==> config.mk <==
export PLATFORM = sky130hd
export DESIGN_NAME = mem_access_unit_flat
export DESIGN_NICKNAME = d
export VERILOG_FILES = /design/src/rtl/mem_access_unit_if.sv /design/src/rtl/mem_access_unit.sv /design/src/flat_wrapper.sv
export SDC_FILE = /design/constraint.sdc
export NUM_CORES = 1
export LEC_CHECK = 0
export CORE_MARGIN = 2
export CORE_UTILIZATION = 40
export CTS_BUF_LIST = sky130_fd_sc_hd__clkbuf_8
export CTS_CLUSTER_DIAMETER = 50
export DETAILED_ROUTE_END_ITERATION = 16
export DONT_BUFFER_PORTS = 1
export HOLD_SLACK_MARGIN = 0.06
export SLEW_MARGIN = 20
export SYNTH_ARGS = -nofsm -noshare
export SYNTH_HDL_FRONTEND = slang
export SYNTH_SLANG_ARGS = --single-unit
==> constraint.sdc <==
create_clock -name clk -period 3.7 [get_ports clk]
set_input_delay 0.74 -clock clk [delete_from_list [all_inputs] [get_ports clk]]
set_output_delay 0.74 -clock clk [all_outputs]
set_load 0.005 [all_outputs]
==> src/rtl/mem_access_unit_if.sv <==
// ----------------------------------------------------------------------------
// mem_access_unit_if: control-side request bus plus memory-side port.  Rev 1.0
// ----------------------------------------------------------------------------
`default_nettype none

interface mem_access_unit_if;
  logic        req;
  logic        we;
  logic [2:0]  funct3;
  logic [31:0] addr;
  logic [31:0] wdata;
  logic [31:0] rdata;
  logic        done;
  logic        busy;
  logic        err;
  logic        m_req;
  logic        m_we;
  logic [3:0]  m_be;
  logic [31:0] m_addr;
  logic [31:0] m_wdata;
  logic        m_ack;
  logic [31:0] m_rdata;

  modport slave (
    input  req, we, funct3, addr, wdata, m_ack, m_rdata,
    output rdata, done, busy, err, m_req, m_we, m_be, m_addr, m_wdata
  );

  modport master (
    output req, we, funct3, addr, wdata, m_ack, m_rdata,
    input  rdata, done, busy, err, m_req, m_we, m_be, m_addr, m_wdata
  );
endinterface

`default_nettype wire

==> src/rtl/mem_access_unit.sv <==
// ----------------------------------------------------------------------------
// mem_access_unit: load/store stage driving a variable-latency memory port.
// Optional macro MEM_MISALIGN_TRAP_EN traps misaligned halves/words.  Rev 1.0
// ----------------------------------------------------------------------------
`default_nettype none

module mem_access_unit #(
  parameter int unsigned TIMEOUT = 255
) (
  input  logic              clk,
  input  logic              rst,
  mem_access_unit_if.slave  bus
);

  localparam logic [7:0] CNT_LAST = 8'(TIMEOUT - 1);

  typedef enum logic [1:0] {
    S_IDLE = 2'd0,
    S_WAIT = 2'd1,
    S_RESP = 2'd2
  } state_e;

  state_e      state_q, state_d;
  logic [7:0]  cnt_q, cnt_d;
  logic        we_q, we_d;
  logic [2:0]  f3_q, f3_d;
  logic [1:0]  off_q, off_d;
  logic [31:0] rdata_q, rdata_d;
  logic        done_q, done_d;
  logic        err_q, err_d;
  logic        busy_q, busy_d;
  logic        m_req_q, m_req_d;
  logic        m_we_q, m_we_d;
  logic [3:0]  m_be_q, m_be_d;
  logic [31:0] m_addr_q, m_addr_d;
  logic [31:0] m_wdata_q, m_wdata_d;

  logic        legal;
  logic        misaligned;
  logic        trap;
  logic [1:0]  off_in;
  logic [3:0]  be_in;
  logic [31:0] wdata_lanes;
  logic [7:0]  ld_byte;
  logic [15:0] ld_half;
  logic [31:0] ld_ext;

  // Request decode from the live control-side inputs (used only in IDLE).
  always_comb begin
    legal       = 1'b0;
    misaligned  = 1'b0;
    off_in      = 2'b00;
    be_in       = 4'b1111;
    wdata_lanes = bus.wdata;
    if (bus.we) begin
      legal = !bus.funct3[2] && (bus.funct3[1:0] != 2'b11);
    end else begin
      legal = (bus.funct3[1:0] != 2'b11) && !(bus.funct3[2] && bus.funct3[1]);
    end
    case (bus.funct3[1:0])
      2'b00: begin
        off_in      = bus.addr[1:0];
        be_in       = 4'b0001 << bus.addr[1:0];
        wdata_lanes = {4{bus.wdata[7:0]}};
      end
      2'b01: begin
        misaligned  = bus.addr[0];
        off_in      = {bus.addr[1], 1'b0};
        be_in       = bus.addr[1] ? 4'b1100 : 4'b0011;
        wdata_lanes = {2{bus.wdata[15:0]}};
      end
      default: begin
        misaligned  = |bus.addr[1:0];
      end
    endcase
  end

`ifdef MEM_MISALIGN_TRAP_EN
  assign trap = misaligned;
`else
  // Misaligned halves/words are silently aligned down by off_in/be_in.
  assign trap = 1'b0;
  logic unused_misaligned;
  assign unused_misaligned = misaligned;
`endif

  // Load extraction from the memory word using the latched width and offset.
  always_comb begin
    case (off_q)
      2'd0:    ld_byte = bus.m_rdata[7:0];
      2'd1:    ld_byte = bus.m_rdata[15:8];
      2'd2:    ld_byte = bus.m_rdata[23:16];
      default: ld_byte = bus.m_rdata[31:24];
    endcase
    ld_half = off_q[1] ? bus.m_rdata[31:16] : bus.m_rdata[15:0];
    case (f3_q)
      3'b000:  ld_ext = {{24{ld_byte[7]}}, ld_byte};
      3'b001:  ld_ext = {{16{ld_half[15]}}, ld_half};
      3'b100:  ld_ext = {24'd0, ld_byte};
      3'b101:  ld_ext = {16'd0, ld_half};
      default: ld_ext = bus.m_rdata;
    endcase
  end

  always_comb begin
    state_d   = state_q;
    cnt_d     = cnt_q;
    we_d      = we_q;
    f3_d      = f3_q;
    off_d     = off_q;
    rdata_d   = rdata_q;
    done_d    = 1'b0;
    err_d     = 1'b0;
    busy_d    = busy_q;
    m_req_d   = m_req_q;
    m_we_d    = m_we_q;
    m_be_d    = m_be_q;
    m_addr_d  = m_addr_q;
    m_wdata_d = m_wdata_q;
    case (state_q)
      S_IDLE: begin
        if (bus.req) begin
          we_d   = bus.we;
          f3_d   = bus.funct3;
          off_d  = off_in;
          busy_d = 1'b1;
          if (!legal || trap) begin
            state_d = S_RESP;
            done_d  = 1'b1;
            err_d   = 1'b1;
          end else begin
            state_d   = S_WAIT;
            cnt_d     = 8'd0;
            m_req_d   = 1'b1;
            m_we_d    = bus.we;
            m_be_d    = be_in;
            m_addr_d  = {bus.addr[31:2], 2'b00};
            m_wdata_d = wdata_lanes;
          end
        end
      end
      S_WAIT: begin
        if (bus.m_ack) begin
          state_d = S_RESP;
          done_d  = 1'b1;
          m_req_d = 1'b0;
          if (!we_q) begin
            rdata_d = ld_ext;
          end
        end else if (cnt_q == CNT_LAST) begin
          state_d = S_RESP;
          done_d  = 1'b1;
          err_d   = 1'b1;
          m_req_d = 1'b0;
          rdata_d = 32'd0;
        end else begin
          cnt_d = cnt_q + 8'd1;
        end
      end
      S_RESP: begin
        state_d = S_IDLE;
        busy_d  = 1'b0;
      end
      default: begin
        state_d = S_IDLE;
        busy_d  = 1'b0;
        m_req_d = 1'b0;
      end
    endcase
  end

  always_ff @(posedge clk) begin
    if (rst) begin
      state_q   <= S_IDLE;
      cnt_q     <= 8'd0;
      we_q      <= 1'b0;
      f3_q      <= 3'd0;
      off_q     <= 2'd0;
      rdata_q   <= 32'd0;
      done_q    <= 1'b0;
      err_q     <= 1'b0;
      busy_q    <= 1'b0;
      m_req_q   <= 1'b0;
      m_we_q    <= 1'b0;
      m_be_q    <= 4'd0;
      m_addr_q  <= 32'd0;
      m_wdata_q <= 32'd0;
    end else begin
      state_q   <= state_d;
      cnt_q     <= cnt_d;
      we_q      <= we_d;
      f3_q      <= f3_d;
      off_q     <= off_d;
      rdata_q   <= rdata_d;
      done_q    <= done_d;
      err_q     <= err_d;
      busy_q    <= busy_d;
      m_req_q   <= m_req_d;
      m_we_q    <= m_we_d;
      m_be_q    <= m_be_d;
      m_addr_q  <= m_addr_d;
      m_wdata_q <= m_wdata_d;
    end
  end

  assign bus.rdata   = rdata_q;
  assign bus.done    = done_q;
  assign bus.err     = err_q;
  assign bus.busy    = busy_q;
  assign bus.m_req   = m_req_q;
  assign bus.m_we    = m_we_q;
  assign bus.m_be    = m_be_q;
  assign bus.m_addr  = m_addr_q;
  assign bus.m_wdata = m_wdata_q;

endmodule

`default_nettype wire

==> src/flat_wrapper.sv <==
// flat-port wrapper written by rule: the top's interface ports become plain ports
module mem_access_unit_flat 
#(
  parameter int unsigned TIMEOUT = 255
)
  (clk, rst, bus_req, bus_we, bus_funct3, bus_addr, bus_wdata, bus_m_ack, bus_m_rdata, bus_rdata, bus_done, bus_busy, bus_err, bus_m_req, bus_m_we, bus_m_be, bus_m_addr, bus_m_wdata);
  mem_access_unit_if bus_i ();
  input  logic clk;
  input  logic rst;
  input wire logic [$bits(bus_i.req)-1:0] bus_req;
  input wire logic [$bits(bus_i.we)-1:0] bus_we;
  input wire logic [$bits(bus_i.funct3)-1:0] bus_funct3;
  input wire logic [$bits(bus_i.addr)-1:0] bus_addr;
  input wire logic [$bits(bus_i.wdata)-1:0] bus_wdata;
  input wire logic [$bits(bus_i.m_ack)-1:0] bus_m_ack;
  input wire logic [$bits(bus_i.m_rdata)-1:0] bus_m_rdata;
  output wire logic [$bits(bus_i.rdata)-1:0] bus_rdata;
  output wire logic [$bits(bus_i.done)-1:0] bus_done;
  output wire logic [$bits(bus_i.busy)-1:0] bus_busy;
  output wire logic [$bits(bus_i.err)-1:0] bus_err;
  output wire logic [$bits(bus_i.m_req)-1:0] bus_m_req;
  output wire logic [$bits(bus_i.m_we)-1:0] bus_m_we;
  output wire logic [$bits(bus_i.m_be)-1:0] bus_m_be;
  output wire logic [$bits(bus_i.m_addr)-1:0] bus_m_addr;
  output wire logic [$bits(bus_i.m_wdata)-1:0] bus_m_wdata;
  assign bus_i.req = bus_req;
  assign bus_i.we = bus_we;
  assign bus_i.funct3 = bus_funct3;
  assign bus_i.addr = bus_addr;
  assign bus_i.wdata = bus_wdata;
  assign bus_i.m_ack = bus_m_ack;
  assign bus_i.m_rdata = bus_m_rdata;
  assign bus_rdata = bus_i.rdata;
  assign bus_done = bus_i.done;
  assign bus_busy = bus_i.busy;
  assign bus_err = bus_i.err;
  assign bus_m_req = bus_i.m_req;
  assign bus_m_we = bus_i.m_we;
  assign bus_m_be = bus_i.m_be;
  assign bus_m_addr = bus_i.m_addr;
  assign bus_m_wdata = bus_i.m_wdata;
  mem_access_unit #(.TIMEOUT(TIMEOUT)) u_core (.clk(clk), .rst(rst), .bus(bus_i));
endmodule
=== After elaboration in Yosys (flattened, before gate mapping) ===
Cells that the tools add are included.

* Register bits after elaboration: 119
* Input port bits: 104
* Logic and storage cells: 87

* Shift operators: 1
* Bitwise gates (word level): 2
* Multiplexer cells: 35
* Reductions and logical operators: 18
* Equal/unequal tests: 16
* $add $sub $neg: 1

{| class="wikitable"
|+ Operator list
! cell !! count
|-
| one-hot mux 32 bit (4 select lines) || 1
|-
| two-way mux 32 bit || 3
|-
| one-hot mux 32 bit (2 select lines) || 1
|-
| two-way mux 8 bit || 4
|-
| one-hot mux 8 bit (3 select lines) || 1
|-
| two-way mux 16 bit || 1
|-
| one-hot mux 8 bit (2 select lines) || 1
|-
| two-way mux 1 bit || 11
|-
| inequality test 2 bit (second input constant) || 5
|-
| adder 8 x 1 -> 8 bit (second input constant) || 1
|-
| == test 8 bit (second input constant) || 1
|-
| two-way mux 2 bit || 4
|-
| one-hot mux 2 bit (2 select lines) || 2
|-
| one-hot mux 4 bit (2 select lines) || 1
|-
| == test 2 x 1 -> 1 bit (second input constant) || 3
|-
| == test 3 bit (second input constant) || 2
|-
| zero test 2 bit || 3
|-
| one-hot mux 1 bit (2 select lines) || 3
|-
| AND reduction 2 bit || 3
|-
| AND reduction 3 bit || 2
|-
| AND reduction 5 bit || 1
|-
| == test 2 bit (second input constant) || 2
|-
| two-way mux 4 bit || 1
|-
| AND reduction 4 bit || 1
|-
| other kinds (10) || 15
|}

=== Longest topological paths before layout ===
Gate-level depths: netlist of the first run.

* Depth in word-level cells: 7
* Gate-level depth with buffers: 7

=== Worst setup path after synthesis of the first run ===
OpenSTA, ideal clock, no wires.

* Kind: in2reg
* Start: in bus_m_rdata[31]
* End: reg u_core.rdata_q[8], in the netlist u_core.bus.rdata[8]
* Data arrival time: 1.856 ns
* Library setup time: 0.117 ns
* Stages: 4
* Path buffers: 0
* Path slack: 1.727 ns
* Path through: mux4_2 > nor2b_1 > o31a_4 > a22o_1

* Cells in the longest elaborated chain, start to end: 4

{| class="wikitable"
|+ RTL lines
! element !! line !! text
|-
| start: declaration || flat_wrapper.sv:16 || <nowiki>input wire logic [$bits(bus_i.m_rdata)-1:0] bus_m_rdata;</nowiki>
|-
| one-hot mux 8 bit (3 select lines) || mem_access_unit.sv:89 || <nowiki>case (off_q)</nowiki>
|-
| one-hot mux 32 bit (4 select lines) || mem_access_unit.sv:96 || <nowiki>case (f3_q)</nowiki>
|-
| two-way mux 32 bit || mem_access_unit.sv:147 || <nowiki>if (!we_q) begin</nowiki>
|-
| two-way mux 32 bit || mem_access_unit.sv:143 || <nowiki>if (bus.m_ack) begin</nowiki>
|-
| end signal: assignment || mem_access_unit.sv:194 || <nowiki>rdata_q <= rdata_d;</nowiki>
|-
| end: declaration || mem_access_unit.sv:28 || <nowiki>logic [31:0] rdata_q, rdata_d;</nowiki>
|}

Every way passes these cells. The select of a mux whose other input is x is not followed.
A chain may end at the register's enable or synchronous reset.

=== Final worst setup path of the first run ===
* Start: reg u_core.state_q[1]
* End: reg u_core.m_wdata_q[8], in the netlist u_core.bus.m_wdata[8]

* Cells in the longest elaborated chain, start to end: 2

{| class="wikitable"
|+ RTL lines
! element !! line !! text
|-
| start: declaration || mem_access_unit.sv:23 || <nowiki>state_e state_q, state_d;</nowiki>
|-
| start signal: assignment || mem_access_unit.sv:189 || <nowiki>state_q <= state_d;</nowiki>
|-
| zero test 2 bit || mem_access_unit.sv:120 || <nowiki>case (state_q)</nowiki>
|-
| AND reduction 3 bit (no line) || n/a ||
|-
| end signal: assignment || mem_access_unit.sv:202 || <nowiki>m_wdata_q <= m_wdata_d;</nowiki>
|-
| end: declaration || mem_access_unit.sv:36 || <nowiki>logic [31:0] m_wdata_q, m_wdata_d;</nowiki>
|}

Every way passes these cells.

==> results_dict.tcl, run 1 <==
set metrics [dict create \
    status "finished clean" \
    cp-start-kind "flip-flop" \
    cp_top_family "simple AND/OR/NAND/NOR gates" \
    nNetsFinal 683 \
    route.top_layer_used "met4" \
    seq_area_frac_synth 0.4617 \
    grt_pass1_vias 4210 \
    worst_slack_ns 1.378 \
    synth_edf_count 0 \
    drt_iter0_markers 227 \
    finalWirelength_um 13880 \
    clockBufferDepth 2 \
    synth_ff_type "dfxtp_1" \
    cts_made_buffers 17 \
    post_cts_buffers 0 \
    finalSetupTns_ns 0 \
    dr_wl_met2_um 6525 \
    wl_met3_um 1268 \
    worstHoldEndpoint "u_core.off_q[1]$_SDFFE_PP0P_" \
    vias 4306 \
    netlist_area_um2 5160 \
    worstHoldStart "rst" \
    remaining_drc_errors 0 \
    pre_cts_ws_ns 1.177 \
    ff2ff_path_depth 5 \
    core_area_um2 12620 \
    ctsHoldBuffers 0 \
    layout_worst_path_cycle_share 0.6274 \
    die_h_um 117.6 \
    worst_pin_slew_ns 1.036 \
    r2r_slack_ns 1.38 \
    syn_avg_cell_area_um2 8.543 \
    routabilityCongestion 0.8279 \
    synth_top_area_frac 0.4617 \
    power_density_nw_per_um2 531.4 \
    clk-insertion-delay-late_ns 0.44 \
    area_growth_pct 9.627 \
    min_period_ns 2.322 \
    irDropWorstVdd_v 0.0002499 \
    ant_nets 0 \
    post-dp-hpwl_um 9648 \
    grt_pass1_wl_um 21910 \
    viasPerCell 5.651 \
    num_io_pins 209 \
    hold_path_class "in -> reg" \
    criticalPathCategory "reg -> reg" \
    cap_viol_max_count 0 \
    firstDrtPassIters 4 \
    rsz0062_at_grt "false" \
    path_cells "nor3b_4 > and3_2 > buf_12 > nor2_1 > a311oi_1" \
    fmax_mhz 430.8 \
    die_w_um 117.6 \
    wl_per_cell_um 18.22 \
    synth_area_leaders "dfxtp_1 (46%), nand2_1 (8.8%), a21oi_1 (7.1%)" \
    antennaDiodeCount 0 \
    htreeDepth 4 \
    synth.yosys.warnings 0 \
    cts_resized 0 \
    grt_max_degree 83 \
    synth.distinct_cells 52 \
    critPathRequiredTime_ns 4.05 \
    cts_tree "yes" \
    root_buffer "clkbuf_8" \
    critPathMaxFanout 49 \
    io_buffers 0 \
    holdWs_ns 0.3872 \
    hold_depth 1 \
    drive_gt1_frac 0.07966 \
    drv_slew 0 \
    clock-sinks 119 \
    synth_largest_area_cell "dfxtp_1" \
    setup_viol 0 \
    initial_core_util 0.4089 \
    cp.arrival_ns 2.67 \
    dieArea_um2 13820 \
    crit_buf_inv 1 \
    grt-ovfl-total 0 \
    syn_inst 604 \
    worst_slew_margin_rel 0.3082 \
    p_leak_nw 2.014 \
    async_flop_share 0 \
    fill_cells 1261 \
    startpoint "u_core.state_q[1]$_SDFFE_PP0P_" \
    antenna_found_initial 0 \
    wl_met1_um 5746 \
    skew_ns 0.007600 \
    slowest_stage "and3_2" \
    rows 41 \
    max_stage_delay_ns 0.68 \
    synth-seq-cells 119 \
    reg2reg_to "u_core.bus.m_wdata[8]$_SDFFE_PP0P_" \
    grt.total_usage 0.1984 \
    reg2reg_from "u_core.state_q[1]$_SDFFE_PP0P_" \
    final_hold_viol_count 0 \
    cts.clk_slew.worst_paths_ns 0.07 \
    critPathCaptureType "flip-flop" \
]
## per-stage QoR
step	cells	utilization	total power, mW	cell area, um^2
2_1_floorplan	605	-	1.633	5164
3_3_place_gp	730	0.4115	1.656	5192
3_5_place_dp	730	0.4115	1.664	5192
4_1_cts	762	0.4482	3.040	5657
5_1_grt	762	0.4482	3.134	5657
6_report	762	0.4482	3.006	5657
## flip-flops by register name, indices dropped and copies added (netlist names)
signal / count
u_core.bus.m_wdata: 32
u_core.bus.rdata: 32
u_core.bus.m_addr: 30
u_core.cnt_q: 8
u_core.bus.m_be: 4
u_core.f3_q: 3
u_core.off_q: 2
u_core.state_q: 2
u_core.bus.busy: 1
u_core.bus.done: 1
u_core.bus.err: 1
u_core.bus.m_req: 1
u_core.bus.m_we: 1
u_core.we_q: 1
## worst register-to-register path, cell delays in order (launching register included)
cell,delay (ns)
dfxtp_1,0.46
nor3b_4,0.47
and3_2,0.68
buf_12,0.32
nor2_1,0.08
a311oi_1,0.22
## synthesized netlist by cell type, types with 2 or more instances
cell type  count
a221o_1       15
o21a_1         3
o211ai_1      17
o32ai_1        8
buf_2          8
nor3b_4        2
mux2i_1       20
nor2b_1        3
and3_1         4
o2bb2ai_1      8
a22o_1         8
nand3b_1       7
nand3_1        7
nor4bb_1       3
nor4_1         3
dfxtp_1      119
inv_1         17
nor2_1        38
nand2_1      121
a211oi_1      11
o21ai_0       21
ha_1           2
nand2b_1       4
clkbuf_1      30
a21oi_1       73
a311oi_1      10
a211o_1        2
buf_6          2
buf_4         10
xor2_1         3
nor3_1         4
## final cells by class
cell class / instances / area (um^2) / share of cell area
tap: 172 / 215.2 / 0.03804
multi-input combinational: 417 / 2485 / 0.4393
timing repair buffer: 4 / 42.54 / 0.007520
sequential: 119 / 2382 / 0.4211
clock inverter: 13 / 202.7 / 0.03583
clock buffer: 19 / 261.5 / 0.04623
inverter: 18 / 67.56 / 0.01194
## power breakdown
part	switching, mW	internal, mW
logic	0.121	0.0923
registers	0.0720	1.35
clock network	0.539	0.835
total	0.732	2.27
## logic make-up (layout without fill, tap and decap cells)
| logic type | after synthesis | after routing | synth area share |
|---|---|---|---|
| other cells | 1 | 2 | 0.0007268 |
| xor+xnor | 4 | 4 | 0.006791 |
| simple gates | 204 | 204 | 0.1782 |
| flops | 119 | 119 | 0.4617 |
| compound gates | 183 | 183 | 0.2401 |
| buf+inv | 69 | 54 | 0.06232 |
| mux | 22 | 22 | 0.04534 |
| fa+ha+maj | 2 | 2 | 0.004849 |
## placed cells by master, fill, tap and decap left out, types with 4 or more instances in the layout
cell type    n
nand2_1    121
dfxtp_1    119
a21oi_1     73
nor2_1      38
o21ai_0     21
mux2i_1     20
clkbuf_8    19
inv_1       18
o211ai_1    17
a221o_1     15
a211oi_1    10
a311oi_1    10
o32ai_1      8
a22o_1       8
o2bb2ai_1    8
nand3b_1     7
nand3_1      6
bufinv_16    5
nand2b_1     4
nor3_1       4
## layer usage
metal | vias to the layer above | global-route usage
li1 | 2085 | -
met1 | 2014 | 0.2283
met2 | 186 | 0.3132
met3 | 21 | 0.09157
met4 | 0 | 0.09413
met5 | - | 0
## worst max-delay path by stage
stage	endpoint	slack (ns)	cells past startpoint
6_report	u_core.bus.m_wdata[8]$_SDFFE_PP0P_	1.38	5
4_1_cts	u_core.bus.m_wdata[14]$_SDFFE_PP0P_	1.39	5
3_5_place_dp	u_core.bus.m_wdata[15]$_SDFFE_PP0P_	1.18	5
3_3_place_gp	u_core.bus.m_wdata[14]$_SDFFE_PP0P_	1.21	5
5_1_grt	u_core.bus.m_wdata[14]$_SDFFE_PP0P_	1.20	5
2_1_floorplan	u_core.bus.rdata[8]$_SDFFE_PP0P_	1.73	4
Power figures use the tool's default switching activity.
==> inputs of run 2 (changes only) <==
==> constraint.sdc (replaced) <==
create_clock -name clk -period 2.41 [get_ports clk]
set_input_delay 0.482 -clock clk [delete_from_list [all_inputs] [get_ports clk]]
set_output_delay 0.482 -clock clk [all_outputs]
set_load 0.005 [all_outputs]
==> results_dict.tcl, run 2 (synthesized netlist as in run 1, its figures left out) <==
set metrics [dict create \
    post-dp-hpwl_um 9951 \
    layout_worst_path_cycle_share 0.8271 \
    ant_nets 0 \
    grt_pass1_wl_um 22000 \
    r2r_slack_ns 0.42 \
    grt_max_degree 83 \
    power_density_nw_per_um2 748.9 \
    drive_gt1_frac 0.08739 \
    cts_resized 0 \
    design_area_um2 5618 \
    critPathMaxFanout 16 \
    multi_input_area_um2 2485 \
    antennaDiodeCount 0 \
    worst_slew_margin_rel 0.6224 \
    num_io_pins 209 \
    reg2reg_from "u_core.off_q[0]$_SDFFE_PP0P_" \
    grt_pass1_vias 4150 \
    finalNonFillerCells 767 \
    finalWirelength_um 13860 \
    setup_viol 0 \
    worst_pin_slew_ns 0.5587 \
    viasPerCell 5.597 \
    antenna_found_initial 0 \
    critPathRequiredTime_ns 2.72 \
    cp.arrival_ns 2.30 \
    final_hold_viol_count 0 \
    die_w_um 117.6 \
    critPathCaptureType "flip-flop" \
    firstDrtPassIters 4 \
    post_cts_buffers 0 \
    pre_cts_ws_ns 0.4532 \
    cts_tree "yes" \
    remaining_drc_errors 0 \
    ctsHoldBuffers 0 \
    hold_depth 1 \
    fill_cells 1265 \
    irDropWorstVdd_v 0.0004385 \
    report.power.total_mw 4.207 \
    skew_ns 0.009850 \
    cap_viol_max_count 0 \
    worst_slack_ns 0.4167 \
    layout_commonest_cell "nand2_1" \
    layout_common_cells "nand2_1 (121), dfxtp_1 (119), a21oi_1 (73)" \
    place_area_um2 5250 \
    core_area_um2 12620 \
    initial_core_util 0.4089 \
    dp_cells 736 \
    nNetsFinal 689 \
    holdWs_ns 0.1366 \
    vias 4293 \
    clock-sinks 119 \
    clk-insertion-delay-late_ns 0.43 \
    worstHoldStart "rst" \
    rows 41 \
    ff2ff_path_depth 4 \
    final_core_util 0.4452 \
    grt-ovfl-total 0 \
    cp-start-kind "flip-flop" \
    io_buffers 0 \
    status "finished clean" \
    area_growth_pct 8.875 \
    dieArea_um2 13820 \
    wl_per_cell_um 18.06 \
    min_period_ns 1.993 \
    grt.total_usage 0.1999 \
    drv_slew 0 \
    drt_iter0_markers 268 \
    hold_path_class "in -> reg" \
    fmax_mhz 501.7 \
    rsz0062_at_grt "false" \
    finalSetupTns_ns 0 \
    worstHoldEndpoint "u_core.f3_q[1]$_SDFFE_PP0P_" \
    routabilityCongestion 0.8502 \
    cts_made_buffers 17 \
    criticalPathCategory "reg -> reg" \
    root_buffer "clkbuf_8" \
    p_leak_nw 2.006 \
    clockBufferDepth 2 \
    die_h_um 117.6 \
    htreeDepth 4 \
    reg2reg_to "u_core.bus.rdata[24]$_SDFFE_PP0P_" \
    cts.clk_slew.worst_paths_ns 0.07 \
    regArea_um2 2382 \
]
[run 2: cell count changes in the layout (fill, tap and decap cells not counted)]
cell,change
clkinv_2,+3
buf_12,+1
bufinv_16,-4
clkinv_4,-3
clkinvlp_4,+1
clkbuf_8,+2
buf_4,+5
[run 2: where the power goes]
part | switching [mW] | internal, mW | leakage, nW
combinational | 0.205 | 0.152 | 0.843
clock | 0.784 | 0.903 | 0.194
sequential | 0.0948 | 2.07 | 0.969
total | 1.08 | 3.12 | 2.01
[run 2: layer usage]
layer,track usage,share of wire,routed length [um]
met5,0,0,0
met4,0.08509,0.023,325
met3,0.08576,0.095,1316
met2,0.3253,0.48,6683
met1,0.2301,0.40,5530
[run 2: cell type report]
type / instances / share of cell area
Multi-Input combinational cell: 417 / 0.4423
Sequential cell: 119 / 0.4241
Clock buffer: 21 / 0.05145
Tap cell: 172 / 0.03831
Timing Repair Buffer: 10 / 0.01782
Clock inverter: 10 / 0.01403
Inverter: 18 / 0.01203
[run 2: how the worst max path moves through the flow]
stage	from	end	slack, ns	cells past startpoint
detailed placement	u_core.off_q[0]$_SDFFE_PP0P_	u_core.bus.rdata[24]$_SDFFE_PP0P_	0.45	4
floorplan	u_core.cnt_q[0]$_SDFFE_PP0P_	u_core.bus.rdata[29]$_SDFFE_PP0P_	0.61	7
CTS	u_core.off_q[0]$_SDFFE_PP0P_	u_core.bus.rdata[24]$_SDFFE_PP0P_	0.42	4
finish	u_core.off_q[0]$_SDFFE_PP0P_	u_core.bus.rdata[24]$_SDFFE_PP0P_	0.42	4
global route	u_core.off_q[0]$_SDFFE_PP0P_	u_core.bus.rdata[27]$_SDFFE_PP0P_	0.30	4
global placement	u_core.off_q[0]$_SDFFE_PP0P_	u_core.bus.rdata[18]$_SDFFE_PP0P_	0.49	4
[run 2: critical path, cell delays in order, from the launching register on]
cell and delay (ns):
dfxtp_1 0.59, mux2_2 0.39, o21a_1 0.16, o2111a_1 0.40, a221o_1 0.33
